--- src/rtl/mul_unit_if.sv ---
// Request/response bundle between a pipeline issuing multiply ops and mul_unit.
// valid/ready: a request is taken on a rising edge where valid=1 and ready=1;
// done pulses for one cycle with result, and no backpressure exists on the response.
interface mul_unit_if;
    logic        valid;
    logic [2:0]  funct3;
    logic        is_word;
    logic [63:0] srca;
    logic [63:0] srcb;
    logic        flush;
    logic        ready;
    logic        done;
    logic [63:0] result;

    modport master (
        output valid, funct3, is_word, srca, srcb, flush,
        input  ready, done, result
    );

    modport slave (
        input  valid, funct3, is_word, srca, srcb, flush,
        output ready, done, result
    );
endinterface

--- src/rtl/mul_unit.sv ---
// RISC-V MUL/MULH/MULHSU/MULHU/MULW sequencer around an external unsigned 64x64 multiplier.
// Signed forms multiply magnitudes and negate the 128-bit product afterwards.
module mul_unit (
    input  logic         clk,
    input  logic         reset,
    mul_unit_if.slave    req,
    output logic         mul_valid,
    output logic [63:0]  mul_a,
    output logic [63:0]  mul_b,
    input  logic         mul_done,
    input  logic [127:0] mul_c,
    output logic [2:0]   fsm_state
);
    typedef enum logic [2:0] {
        IDLE  = 3'd0,
        ISSUE = 3'd1,
        WAIT  = 3'd2,
        FIX   = 3'd3,
        RESP  = 3'd4
    } state_t;

    typedef enum logic [2:0] {
        OP_MUL    = 3'd0,
        OP_MULH   = 3'd1,
        OP_MULHSU = 3'd2,
        OP_MULHU  = 3'd3,
        OP_MULW   = 3'd4
    } op_t;

    state_t       state, state_next;
    op_t          op_reg, op_dec;
    logic         neg_reg, neg_dec;
    logic [63:0]  a_reg, b_reg, mag_a, mag_b;
    logic [127:0] prod_reg, prod_fix;
    logic [63:0]  result_reg, result_fix;
    logic         accept;

    // Two's-complement magnitude; 0x8000..0 maps to itself, which is correct unsigned.
    function automatic logic [63:0] abs64(input logic [63:0] x);
        return x[63] ? (~x + 64'd1) : x;
    endfunction

    always_comb begin
        op_dec = OP_MUL;
        if (req.is_word) begin
            op_dec = OP_MULW;
        end else begin
            case (req.funct3)
                3'b001:  op_dec = OP_MULH;
                3'b010:  op_dec = OP_MULHSU;
                3'b011:  op_dec = OP_MULHU;
                default: op_dec = OP_MUL;
            endcase
        end
    end

    always_comb begin
        mag_a   = req.srca;
        mag_b   = req.srcb;
        neg_dec = 1'b0;
        case (op_dec)
            OP_MULH: begin
                mag_a   = abs64(req.srca);
                mag_b   = abs64(req.srcb);
                neg_dec = req.srca[63] ^ req.srcb[63];
            end
            OP_MULHSU: begin
                mag_a   = abs64(req.srca);
                neg_dec = req.srca[63];
            end
            OP_MULW: begin
                mag_a = {32'd0, req.srca[31:0]};
                mag_b = {32'd0, req.srcb[31:0]};
            end
            default: ;
        endcase
    end

    assign accept = (state == IDLE) && req.valid && !req.flush;

    always_comb begin
        state_next = state;
        if (req.flush) begin
            state_next = IDLE;
        end else begin
            case (state)
                IDLE:    if (req.valid) state_next = ISSUE;
                ISSUE:   state_next = WAIT;
                WAIT:    if (mul_done) state_next = FIX;
                FIX:     state_next = RESP;
                RESP:    state_next = IDLE;
                default: state_next = IDLE;
            endcase
        end
    end

    always_comb begin
        prod_fix   = neg_reg ? (~prod_reg + 128'd1) : prod_reg;
        result_fix = prod_fix[127:64];
        case (op_reg)
            OP_MUL:  result_fix = prod_fix[63:0];
            OP_MULW: result_fix = {{32{prod_fix[31]}}, prod_fix[31:0]};
            default: result_fix = prod_fix[127:64];
        endcase
    end

    always_ff @(posedge clk) begin
        if (reset) begin
            state      <= IDLE;
            op_reg     <= OP_MUL;
            neg_reg    <= 1'b0;
            a_reg      <= 64'd0;
            b_reg      <= 64'd0;
            prod_reg   <= 128'd0;
            result_reg <= 64'd0;
        end else begin
            state <= state_next;
            if (accept) begin
                op_reg  <= op_dec;
                neg_reg <= neg_dec;
                a_reg   <= mag_a;
                b_reg   <= mag_b;
            end
            if (state == WAIT && mul_done && !req.flush) prod_reg <= mul_c;
            if (state == FIX && !req.flush) result_reg <= result_fix;
        end
    end

    assign req.ready  = (state == IDLE);
    assign req.done   = (state == RESP) && !req.flush && !reset;
    assign req.result = result_reg;
    assign mul_valid  = (state == ISSUE) && !reset;
    assign mul_a      = a_reg;
    assign mul_b      = b_reg;
    assign fsm_state  = state;
endmodule

--- src/flat_wrapper.sv ---
// flat-port wrapper written by rule: the top's interface ports become plain ports
module mul_unit_flat 
  (clk, reset, mul_valid, mul_a, mul_b, mul_done, mul_c, fsm_state, req_valid, req_funct3, req_is_word, req_srca, req_srcb, req_flush, req_ready, req_done, req_result);
  mul_unit_if req_i ();
  input  logic clk;
  input  logic reset;
  output logic mul_valid;
  output logic [63:0] mul_a;
  output logic [63:0] mul_b;
  input  logic mul_done;
  input  logic [127:0] mul_c;
  output logic [2:0] fsm_state;
  input wire logic [$bits(req_i.valid)-1:0] req_valid;
  input wire logic [$bits(req_i.funct3)-1:0] req_funct3;
  input wire logic [$bits(req_i.is_word)-1:0] req_is_word;
  input wire logic [$bits(req_i.srca)-1:0] req_srca;
  input wire logic [$bits(req_i.srcb)-1:0] req_srcb;
  input wire logic [$bits(req_i.flush)-1:0] req_flush;
  output wire logic [$bits(req_i.ready)-1:0] req_ready;
  output wire logic [$bits(req_i.done)-1:0] req_done;
  output wire logic [$bits(req_i.result)-1:0] req_result;
  assign req_i.valid = req_valid;
  assign req_i.funct3 = req_funct3;
  assign req_i.is_word = req_is_word;
  assign req_i.srca = req_srca;
  assign req_i.srcb = req_srcb;
  assign req_i.flush = req_flush;
  assign req_ready = req_i.ready;
  assign req_done = req_i.done;
  assign req_result = req_i.result;
  mul_unit u_core (.clk(clk), .reset(reset), .req(req_i), .mul_valid(mul_valid), .mul_a(mul_a), .mul_b(mul_b), .mul_done(mul_done), .mul_c(mul_c), .fsm_state(fsm_state));
endmodule
--- config.mk ---
export PLATFORM = sky130hd
export DESIGN_NAME = mul_unit_flat
export DESIGN_NICKNAME = d
export VERILOG_FILES = /design/src/rtl/mul_unit_if.sv /design/src/rtl/mul_unit.sv /design/src/flat_wrapper.sv
export SDC_FILE = /design/constraint.sdc
export NUM_CORES = 1
export LEC_CHECK = 0
export ABC_AREA = 1
export CORE_MARGIN = 2
export CORE_UTILIZATION = 45
export CTS_BUF_LIST = sky130_fd_sc_hd__clkbuf_8
export DETAILED_ROUTE_END_ITERATION = 10
export PLACE_DENSITY = 0.72
export SLEW_MARGIN = 20
export SYNTH_ARGS = -nofsm -noshare
export SYNTH_HDL_FRONTEND = slang
export SYNTH_SLANG_ARGS = --single-unit
--- constraint.sdc ---
create_clock -name clk -period 4.85 [get_ports clk]
set_clock_uncertainty 0.15 [all_clocks]
set_input_delay 0.97 -clock clk [delete_from_list [all_inputs] [get_ports clk]]
set_output_delay 0.97 -clock clk [all_outputs]
set_load 0.05 [all_outputs]
==> impl_metrics.yaml <==
place:
  placed_area_um2: 26300
  numPortBuffers: 462
  place_ws_ps: 996
  dp.cells: 4507
  dp_hpwl_um: 75600
  gp_congestion: 1.02
worst_setup_path:
  r2r_start: "u_core.neg_reg$_SDFFE_PP0P_"
  crit_path_max_fanout: 4
  cp-startpoint: "req_flush"
  path_class: "in -> out"
  crit_required_ps: 3730
  start_kind: "input port"
  reg2regPathDepth: 7
  cp.arrival_ps: 2720
  end_kind: "output pin"
  reg2reg_to: "u_core.req.result[40]$_SDFFE_PP0P_"
  rrSetupSlack_ps: 1980
logic_synthesis:
  ys_types: 50
  ys.warnings.count: 0
  synthCells: 3576
  synth_top_area_share_pct: 30.6
  syn-num-nets: 3844
  synth.ff_latch_count: 327
  yosysSeqAreaShare_pct: 30.6
  post_synth.cell_area_avg_um2: 5.99
  synth_edf_count: 0
  synth_flop_cell: "dfxtp_1"
  synth-async-reset-ratio_pct: 0
  syn_area_um2: 21400
  synth.largest_area_cell: "dfxtp_1"
  synth_area_leaders: "dfxtp_1 (31%), nand2_1 (14%), nor2_1 (9.3%), o21ai_0 (8.7%), nand3_1 (8.4%)"
sta:
  finalHoldViolCount: 0
  rsz0062_at_grt: "no"
  whs_ps: 313
  slew_viol_final: 0
  fin_setup_tns_ps: 0
  fin_crit_ps: 3840
  worstMarginPinSlew_ps: 1020
  period_share_pct: 79.1
  worst_slack_ps: 1010
  relSlewSlack_pct: 31.9
  finalSetupViolCount: 0
  max_freq_mhz: 261
job:
  maxCapViolations: 0
floorplanning:
  io_pins: 463
  start_util_pct: 45.8
  die_area_um2: 49300
  die_h_um: 222
  core_um2: 46800
  core.rowCount: 79
  die_w_um: 222
layout:
  multi_input_area_um2: 12800
  regArea_um2: 6550
  instances_no_fill: 4607
  syn_to_final_growth_pct: 28.0
  largest_reg_flops: 128
  fin_nets: 4226
  final_area_um2: 27400
  drive_gt1_share_pct: 5.41
  fillers: 4797
detailed_routing:
  drt_pass1_iterations: 6
  via_per_inst: 5.62
  drc_errors: 0
  vias: 25873
  drt_iter0_drc: 2585
  wire_per_inst_um: 21.0
  ant_nets: 0
  wl_um: 96800
cts:
  cts-hold-fix-buffers: 0
  cts_sinks: 327
  clock-root-buffer: "clkbuf_8"
  cts_tree: "built"
  h-tree-depth: 2
  path_clk_slew_ps: 60
  clkLatencyLatePin_ps: 700
  numCtsBuffers: 56
  cts_buffer_depth: 3
  post_cts_resized: 0
  postCtsSetupBuffers: 0
pwr:
  vdd_drop_max_mv: 0.183
  powerDensity_nw_per_um2: 257
  p_leak_nw: 12.3
global_route:
  grtUsageMet2_pct: 60.4
  grt_max_degree: 105
  met1_usage_pct: 48.1
  met3_usage_pct: 8.53
  grt_pass1_wl_um: 144000
  grt-ovfl-total: 0
  grtUsageTotal_pct: 37.8
  antenna_found_initial: 12
  grt_pass1_vias: 23913
  grt.busiest_layer: "met2"
outcome:
  status: "complete, no violations"
hold_path:
  hp-start: "u_core.mul_b[55]$_SDFFE_PP0P_"
  holdPathEnd: "u_core.mul_b[55]$_SDFFE_PP0P_"
  hold_class: "reg -> reg"
  hold_depth: 2
## cell usage in the layout (no fill, tap or decap), drive strengths merged, types with 10 or more instances in the layout
master / synthesis / final
nand4: 58 / 58
nor3: 19 / 19
a31oi: 28 / 28
xor2: 30 / 30
a21oi: 330 / 330
clkbuf: 98 / 66
nand2: 817 / 817
o21ai: 407 / 407
o211ai: 39 / 39
dfxtp: 327 / 327
clkdlybuf4s50: 0 / 461
inv: 363 / 377
buf: 64 / 25
clkinv: 0 / 10
nand3: 369 / 369
nor2: 569 / 569
## power breakdown
part | internal (mW) | switching, mW
Clock | 1.33 | 1.25
Combinational | 0.556 | 1.08
Sequential | 2.76 | 0.0599
Total | 4.65 | 2.39
## layer usage
layer	vias up	share of wire, %
li1	12560	-
met1	11845	41
met2	1221	44
met3	237	9.6
met4	10	5.1
met5	-	0.071
## logic make-up (layout without fill, tap and decap cells)
| family | Yosys count | count (layout) | synth area share, % |
|---|---|---|---|
| DFF | 327 | 327 | 30.6 |
| other | 0 | 7 | 0 |
| and+or+nand+nor | 1863 | 1863 | 37.5 |
| adders and majority gates | 3 | 3 | 0.175 |
| AOI/OAI and AO/OA | 823 | 823 | 20.4 |
| buffers and inverters | 525 | 942 | 9.93 |
| xor gates and xnor gates | 35 | 35 | 1.43 |
## synth_stat cells, types with 2 or more instances
cell        n
and2_1      4
or2_2       6
nand3b_1    6
nand3_1   359
clkbuf_1   98
a21oi_1   329
o221ai_1    7
dfxtp_1   327
nand4_1    57
o21a_1      3
o211ai_1   39
buf_6      11
xor2_1     30
nand2_4     3
nand3_2    10
nor4_1      4
nor3_1     16
a31oi_1    28
buf_2      37
nor2_1    533
o31ai_1     4
o21ai_0   372
inv_1     354
nand2_1   794
buf_1       9
ha_1        3
buf_4       7
nor2_4     13
inv_2       9
nor3_2      2
and3_1      5
o21ai_1    21
xnor2_1     5
a21o_1      2
o21ai_2    13
nand2_2    20
nor2_2     23
## stage by stage
step / total power, mW / util (%)
after floorplan: 3.78 / -
after global placement: 4.48 / 56.3
after detailed placement: 4.47 / 56.3
after CTS: 7.04 / 58.6
after global routing: 7.29 / 58.6
final: 7.04 / 58.6
## worst max path at each step
stage	endpoint	slack, ps	cells after the start
after floorplan	req_done	610	6
after global placement	req_done	1010	5
after detailed placement	req_done	1000	5
after CTS	req_done	1000	5
after global routing	req_done	930	5
final	req_done	1010	5
## area by class of cell
| type | count | area share [%] |
|---|---|---|
| flip-flops and latches | 327 | 23.9 |
| clock inverters | 27 | 0.666 |
| well taps | 607 | 2.77 |
| repair buffers | 486 | 17.7 |
| diodes | 7 | 0.0639 |
| clock buffers | 66 | 3.31 |
| inverters | 363 | 5.00 |
| multi-input cells | 2724 | 46.6 |
## worst max-delay path: stages
cell	delay, ps
clkdlybuf4s50_1	450
inv_1	150
nand2_1	120
nor4_1	170
clkdlybuf4s50_1	840
No activity file was read; power rests on OpenSTA's default activity.
